==> config.mk <==
export PLATFORM = sky130hd
export DESIGN_NAME = i2s_rx_flat
export DESIGN_NICKNAME = d
export VERILOG_FILES = /design/src/rtl/i2s_rx_if.sv /design/src/rtl/i2s_rx.sv /design/src/flat_wrapper.sv
export SDC_FILE = /design/constraint.sdc
export NUM_CORES = 1
export LEC_CHECK = 0
export CORE_UTILIZATION = 30
export CTS_CLUSTER_DIAMETER = 40
export DETAILED_ROUTE_END_ITERATION = 8
export GPL_ROUTABILITY_DRIVEN = 0
export HOLD_SLACK_MARGIN = 0.1
export MAX_ROUTING_LAYER = met4
export PLACE_DENSITY = 0.6
export REMOVE_ABC_BUFFERS = 1
export SLEW_MARGIN = 10
export SYNTH_ARGS = -nofsm -noshare
export SYNTH_HDL_FRONTEND = slang
export SYNTH_SLANG_ARGS = --single-unit
==> constraint.sdc <==
create_clock -name sclk -period 3 [get_ports sclk]
set_input_delay 0.3 -clock sclk [delete_from_list [all_inputs] [get_ports sclk]]
set_output_delay 0.3 -clock sclk [all_outputs]
set_load 0.02 [all_outputs]
==> src/rtl/i2s_rx_if.sv <==
// i2s_rx_if: serial pins plus frame handshake for the I2S receiver.
// master drives the pins and ready; slave is the receiver.
interface i2s_rx_if #(
  parameter int WIDTH = 24
);
  logic             lrclk;
  logic             sdata;
  logic             ready;
  logic [WIDTH-1:0] left_data;
  logic [WIDTH-1:0] right_data;
  logic             valid;
  logic             overrun;
  logic             locked;

  modport master (
    output lrclk, sdata, ready,
    input  left_data, right_data,
    input  valid, overrun, locked
  );

  modport slave (
    input  lrclk, sdata, ready,
    output left_data, right_data,
    output valid, overrun, locked
  );
endinterface

==> src/rtl/i2s_rx.sv <==
// i2s_rx: I2S serial-to-parallel receiver clocked by sclk.
// Define I2S_RX_LJ_EN for left-justified format (no one-bit delay).
module i2s_rx #(
  parameter int WIDTH = 24,
  parameter int SLOT  = 32
) (
  input logic  sclk,
  input logic  Reset,
  i2s_rx_if.slave bus
);

  localparam int NW = $clog2(WIDTH + 1);
  localparam int CW = $clog2(SLOT + 1);

  typedef enum logic [1:0] {
    SYNC,
    SKIP,
    CAPTURE,
    WAIT
  } state_t;

  state_t           state;
  logic             lr_q;
  logic             ch;
  logic             have_left;
  logic [NW-1:0]    n;
  logic [CW-1:0]    slot_cnt;
  logic [WIDTH-1:0] sr;
  logic [WIDTH-1:0] left_hold;
  logic [WIDTH-1:0] left_q;
  logic [WIDTH-1:0] right_q;
  logic             valid_q;
  logic             overrun_q;
  logic             locked_q;

  logic             edge_det;
  logic             fall;
  logic             timeout;
  logic             in_cap;
  logic             full;
  logic             commit;
  logic [NW-1:0]    n_cur;
  logic [WIDTH-1:0] sr_cur;
  logic [WIDTH-1:0] sr_nxt;
  logic [WIDTH-1:0] word;

  assign bus.left_data  = left_q;
  assign bus.right_data = right_q;
  assign bus.valid      = valid_q;
  assign bus.overrun    = overrun_q;
  assign bus.locked     = locked_q;

  // Slot edges, lock timeout and the word being committed this cycle
  always_comb begin
    edge_det = bus.lrclk != lr_q;
    fall     = edge_det && !bus.lrclk;
    timeout  = (state != SYNC) && !edge_det
               && (slot_cnt == CW'(SLOT));
    in_cap   = (state == SKIP) || (state == CAPTURE);
    n_cur    = (state == SKIP) ? '0 : n;
    sr_cur   = (state == SKIP) ? '0 : sr;
    sr_nxt   = (sr_cur << 1) | WIDTH'(bus.sdata);
    full     = n_cur == NW'(WIDTH - 1);
    commit   = in_cap && (edge_det || full);
`ifdef I2S_RX_LJ_EN
    // Edge bit opens the new slot, so a short word ends before it
    if (edge_det)
      word = sr_cur << (NW'(WIDTH) - n_cur);
    else
      word = sr_nxt;
`else
    // Edge bit is the last bit of the closing slot
    word = sr_nxt << (NW'(WIDTH - 1) - n_cur);
`endif
  end

  // Frame assembly, handshake, FSM and lock supervision
  always_ff @(posedge sclk) begin
    lr_q <= bus.lrclk;
    if (Reset) begin
      state     <= SYNC;
      ch        <= 1'b0;
      have_left <= 1'b0;
      n         <= '0;
      slot_cnt  <= '0;
      sr        <= '0;
      left_hold <= '0;
      left_q    <= '0;
      right_q   <= '0;
      valid_q   <= 1'b0;
      overrun_q <= 1'b0;
      locked_q  <= 1'b0;
    end else begin
      if (edge_det)
        slot_cnt <= '0;
      else if (slot_cnt != CW'(SLOT))
        slot_cnt <= slot_cnt + CW'(1);

      if (bus.ready && valid_q)
        valid_q <= 1'b0;

      if (commit) begin
        if (!ch) begin
          left_hold <= word;
          have_left <= 1'b1;
        end else if (have_left) begin
          left_q    <= left_hold;
          right_q   <= word;
          valid_q   <= 1'b1;
          have_left <= 1'b0;
          if (valid_q && !bus.ready)
            overrun_q <= 1'b1;
        end
      end

      unique case (state)
        SYNC: begin
          if (fall) begin
            ch <= 1'b0;
`ifdef I2S_RX_LJ_EN
            state <= CAPTURE;
            sr    <= WIDTH'(bus.sdata);
            n     <= NW'(1);
`else
            state <= SKIP;
`endif
          end
        end
        SKIP, CAPTURE: begin
          if (edge_det) begin
            ch <= bus.lrclk;
`ifdef I2S_RX_LJ_EN
            state <= CAPTURE;
            sr    <= WIDTH'(bus.sdata);
            n     <= NW'(1);
`else
            state <= SKIP;
`endif
          end else if (full) begin
            state <= WAIT;
          end else begin
            state <= CAPTURE;
            sr    <= sr_nxt;
            n     <= n_cur + NW'(1);
          end
        end
        WAIT: begin
          if (edge_det) begin
            ch <= bus.lrclk;
`ifdef I2S_RX_LJ_EN
            state <= CAPTURE;
            sr    <= WIDTH'(bus.sdata);
            n     <= NW'(1);
`else
            state <= SKIP;
`endif
          end
        end
        default: state <= SYNC;
      endcase

      if (timeout) begin
        state     <= SYNC;
        have_left <= 1'b0;
      end

      locked_q <= !timeout && ((state != SYNC) || fall);
    end
  end

endmodule

==> src/flat_wrapper.sv <==
// flat-port wrapper written by rule: the top's interface ports become plain ports
module i2s_rx_flat 
#(
  parameter int WIDTH = 24,
  parameter int SLOT  = 32
)
  (sclk, Reset, bus_lrclk, bus_sdata, bus_ready, bus_left_data, bus_right_data, bus_valid, bus_overrun, bus_locked);
  i2s_rx_if #(.WIDTH(WIDTH)) bus_i ();
  input logic sclk;
  input logic Reset;
  input wire logic [$bits(bus_i.lrclk)-1:0] bus_lrclk;
  input wire logic [$bits(bus_i.sdata)-1:0] bus_sdata;
  input wire logic [$bits(bus_i.ready)-1:0] bus_ready;
  output wire logic [$bits(bus_i.left_data)-1:0] bus_left_data;
  output wire logic [$bits(bus_i.right_data)-1:0] bus_right_data;
  output wire logic [$bits(bus_i.valid)-1:0] bus_valid;
  output wire logic [$bits(bus_i.overrun)-1:0] bus_overrun;
  output wire logic [$bits(bus_i.locked)-1:0] bus_locked;
  assign bus_i.lrclk = bus_lrclk;
  assign bus_i.sdata = bus_sdata;
  assign bus_i.ready = bus_ready;
  assign bus_left_data = bus_i.left_data;
  assign bus_right_data = bus_i.right_data;
  assign bus_valid = bus_i.valid;
  assign bus_overrun = bus_i.overrun;
  assign bus_locked = bus_i.locked;
  i2s_rx #(.WIDTH(WIDTH), .SLOT(SLOT)) u_core (.sclk(sclk), .Reset(Reset), .bus(bus_i));
endmodule
==> impl_metrics.toml <==
[outcome]
status = "completed"

[critical_path]
slowest_delay_ps = 490
cp_max_fo = 29
end_kind = "register"
worstPathRequired_ps = 3360
cp.arrival_ps = 3090
crit_path_start_kind = "register"
reg2reg_slack_ps = 270
crit_slowest_cell = "a211o_1"
setup.worst_path.class = "register to register"
cpMostUsedCell = "ha_1"
crit_path_cell_trace = "inv_1, ha_1, nand2b_1, inv_2, ha_1, nand4b_4, a211o_1, buf_4, o21ba_2, nor2_1"

[yosys]
synth-compound-area-share = 0.2000
synth_enable_flop_cells = 0
synth-xor-area-share = 0.007398
netlist_area_mm2 = 0.005919
synth.area.mux_share = 0.1120
yosys.area.top_type_share = 0.3855
synth-simple-area-share = 0.2154
syn_avg_cell_area_um2 = 8.629
yosysSeqAreaShare = 0.3855
yosys-top-cells-area = "dfxtp_1 (39%), a21oi_1 (6.5%), nor2_1 (5.1%)"
synth_seq_cells = 114
synth_adder_area_share = 0.01691
yosys_most_used_dff = "dfxtp_1"
synth_area_leader_cell = "dfxtp_1"
synth_top_family_by_area = "simple AND/OR/NAND/NOR gates"
synth-async-reset-ratio = 0
ys_types = 70
ys_warn_count = 0
synthCells = 686

[clock_network]
numCtsBuffers = 17
cts_tree = "done"
cts_num_sinks = 114
clkLatencyLatePin_ps = 420
postCtsSetupBuffers = 0
htree_levels = 4
cts_max_path_buffers = 2
ctsHoldBuffers = 0
clkTransAtPathRegs_ps = 60
ctsResizeCount = 0
root_buffer = "clkbuf_16"

[global_route]
track_usage = 0.1621
grt_max_degree = 58
grt_pass1_wl_mm = 25.11
grt_antenna_before_repair = 0
grt_use_met1 = 0.2149
grt_pass1_vias = 4786
overflow = 0
top_usage_layer = "met2"
grtUsageMet3 = 0.04038
grt_use_met2 = 0.2363

[routing]
viasPerCell = 5.062
drc_errors = 0
wire_per_inst_um = 14.99
drt_wl_total_mm = 15.02
dr.pass1.iters = 5
drt-initial-drc-count = 505
vias = 5072
ant_nets = 0

[die]
boundaryPins = 56
rows = 51
die_h_um = 142.5
start_util = 0.3051
die_area_mm2 = 0.02030
die_x_um = 142.5
core_area_mm2 = 0.01940

[sta]
timing.hold.ws_ps = 337.6
relSlewSlack = 0.5520
fin_ws_ps = 270.3
rsz0062_at_grt = "no"
layout_worst_path_cycle_share = 0.9099
post-route-min-period_ps = 2730
setup_viol = 0
max_freq_mhz = 366.3
finalMaxSlewViolations = 0
worst_pin_slew_ps = 671.1
skew_ps = 10.29
hold_viol_final = 0

[finish]
stdcell_count = 1002
fin_util = 0.3761
fin_nets = 737
antenna_cells = 0
synthToLayoutAreaGrowth_pct = 23.25
drive_gt1_frac = 0.1343
nFillCells = 2019
seq_area_mm2 = 0.002283
multiInputGateArea_mm2 = 0.003273

[placement]
dpl.cell_count = 970
dp_hpwl_mm = 10.34
io_buffers = 55
preCtsSetupSlack_ps = 259.3

[power_and_ir_drop]
p_leak_nw = 2.369
ir_worst_vdd_mv = 0.2249
power_density_mw_per_mm2 = 560.6

[min_path]
hold_class = "primary input to register"

[flow_run]
maxCapViolCount = 0
-- report_power, final --
group          internal, mW  switching [mW]
logic                 0.156           0.288
clock network          1.33           0.723
registers              1.56          0.0297
total                  3.05            1.04
-- final timing paths --
check	start	endpoint	cells past startpoint
hold reg to reg	u_core.left_hold[12]$_SDFFE_PP0P_	u_core.bus.left_data[12]$_SDFFE_PP0P_	2
hold / removal	Reset	u_core.left_hold[0]$_SDFFE_PP0P_	2
setup / recovery	u_core.state[1]$_SDFFE_PP0P_	u_core.bus.overrun$_SDFFE_PP0P_	10
setup reg to reg	u_core.state[1]$_SDFFE_PP0P_	u_core.bus.overrun$_SDFFE_PP0P_	10
-- critical path: cells and delay by family (launching register included) --
kind | cells | cell delay, ps
compound gates | 2 | 730
fa+ha+maj | 2 | 590
buf+inv | 3 | 520
flops | 1 | 350
simple gates | 3 | 480
-- metal layers --
layer / vias up / routed length [um]
met3: 28 / 701
met1: 2364 / 7274
met2: 133 / 6770
met4: 0 / 272
met5: - / 0
li1: 2547 / -
-- state kept, by name, summed over array words and instances, names as in the netlist --
| register | flops |
|---|---|
| u_core.state | 2 |
| u_core.bus.right_data | 24 |
| u_core.bus.overrun | 1 |
| u_core.ch | 1 |
| u_core.slot_cnt | 6 |
| u_core.lr_q | 1 |
| u_core.have_left | 1 |
| u_core.sr | 23 |
| u_core.left_hold | 24 |
| u_core.bus.left_data | 24 |
| u_core.n | 5 |
| u_core.bus.valid | 1 |
| u_core.bus.locked | 1 |
-- cells by family (layout without fill, tap and decap cells) --
family	count (synthesis)	count (layout)
simple gates	258	258
fa+ha+maj	8	8
buf+inv	71	122
compound gates	177	177
flops	114	114
mux	53	53
xor+xnor	5	5
-- synthesized netlist by cell type, types with 6 or more instances --
| library cell | instances |
|---|---|
| o22ai_1 | 7 |
| mux2_2 | 20 |
| ha_1 | 8 |
| nand2b_1 | 7 |
| clkbuf_1 | 26 |
| dfxtp_1 | 114 |
| nor2_1 | 81 |
| nor3_1 | 9 |
| o21ai_0 | 10 |
| nand3_1 | 14 |
| a211oi_1 | 28 |
| inv_1 | 10 |
| a21oi_1 | 77 |
| nand2_1 | 80 |
| buf_2 | 17 |
| mux2i_1 | 25 |
| buf_4 | 10 |
| nor2b_1 | 7 |
| or3_1 | 7 |
| mux4_2 | 6 |
| nor3b_1 | 26 |
-- layout by cell type (no fill, tap or decap), types with 8 or more instances in the layout --
cell	n
dfxtp_1	113
ha_1	8
o21ai_0	10
a21oi_1	77
clkdlybuf4s50_1	54
nor3_1	9
nand2_1	80
a211oi_1	28
nand3_1	14
nor2_1	81
mux2i_1	25
inv_1	10
clkbuf_16	17
nor3b_1	26
mux2_2	20
buf_4	21
-- metrics by stage --
stage	instance area (um2)	TNS, ps	power (mW)
3_5_place_dp	6691	0	2.066
2_1_floorplan	5593	-95340	1.917
4_1_cts	7296	0	4.130
3_3_place_gp	6691	0	2.065
6_report	7296	0	4.090
5_1_grt	7296	0	4.250
-- final cells by class --
type	instances	share of cell area
Tap cell	265	0.04545
Clock buffer	21	0.06174
Clock inverter	11	0.02109
Inverter	12	0.006174
Sequential cell	114	0.3130
Timing Repair Buffer	78	0.1039
Multi-Input combinational cell	501	0.4486
Note: power is estimated with default switching activity, not from simulation.
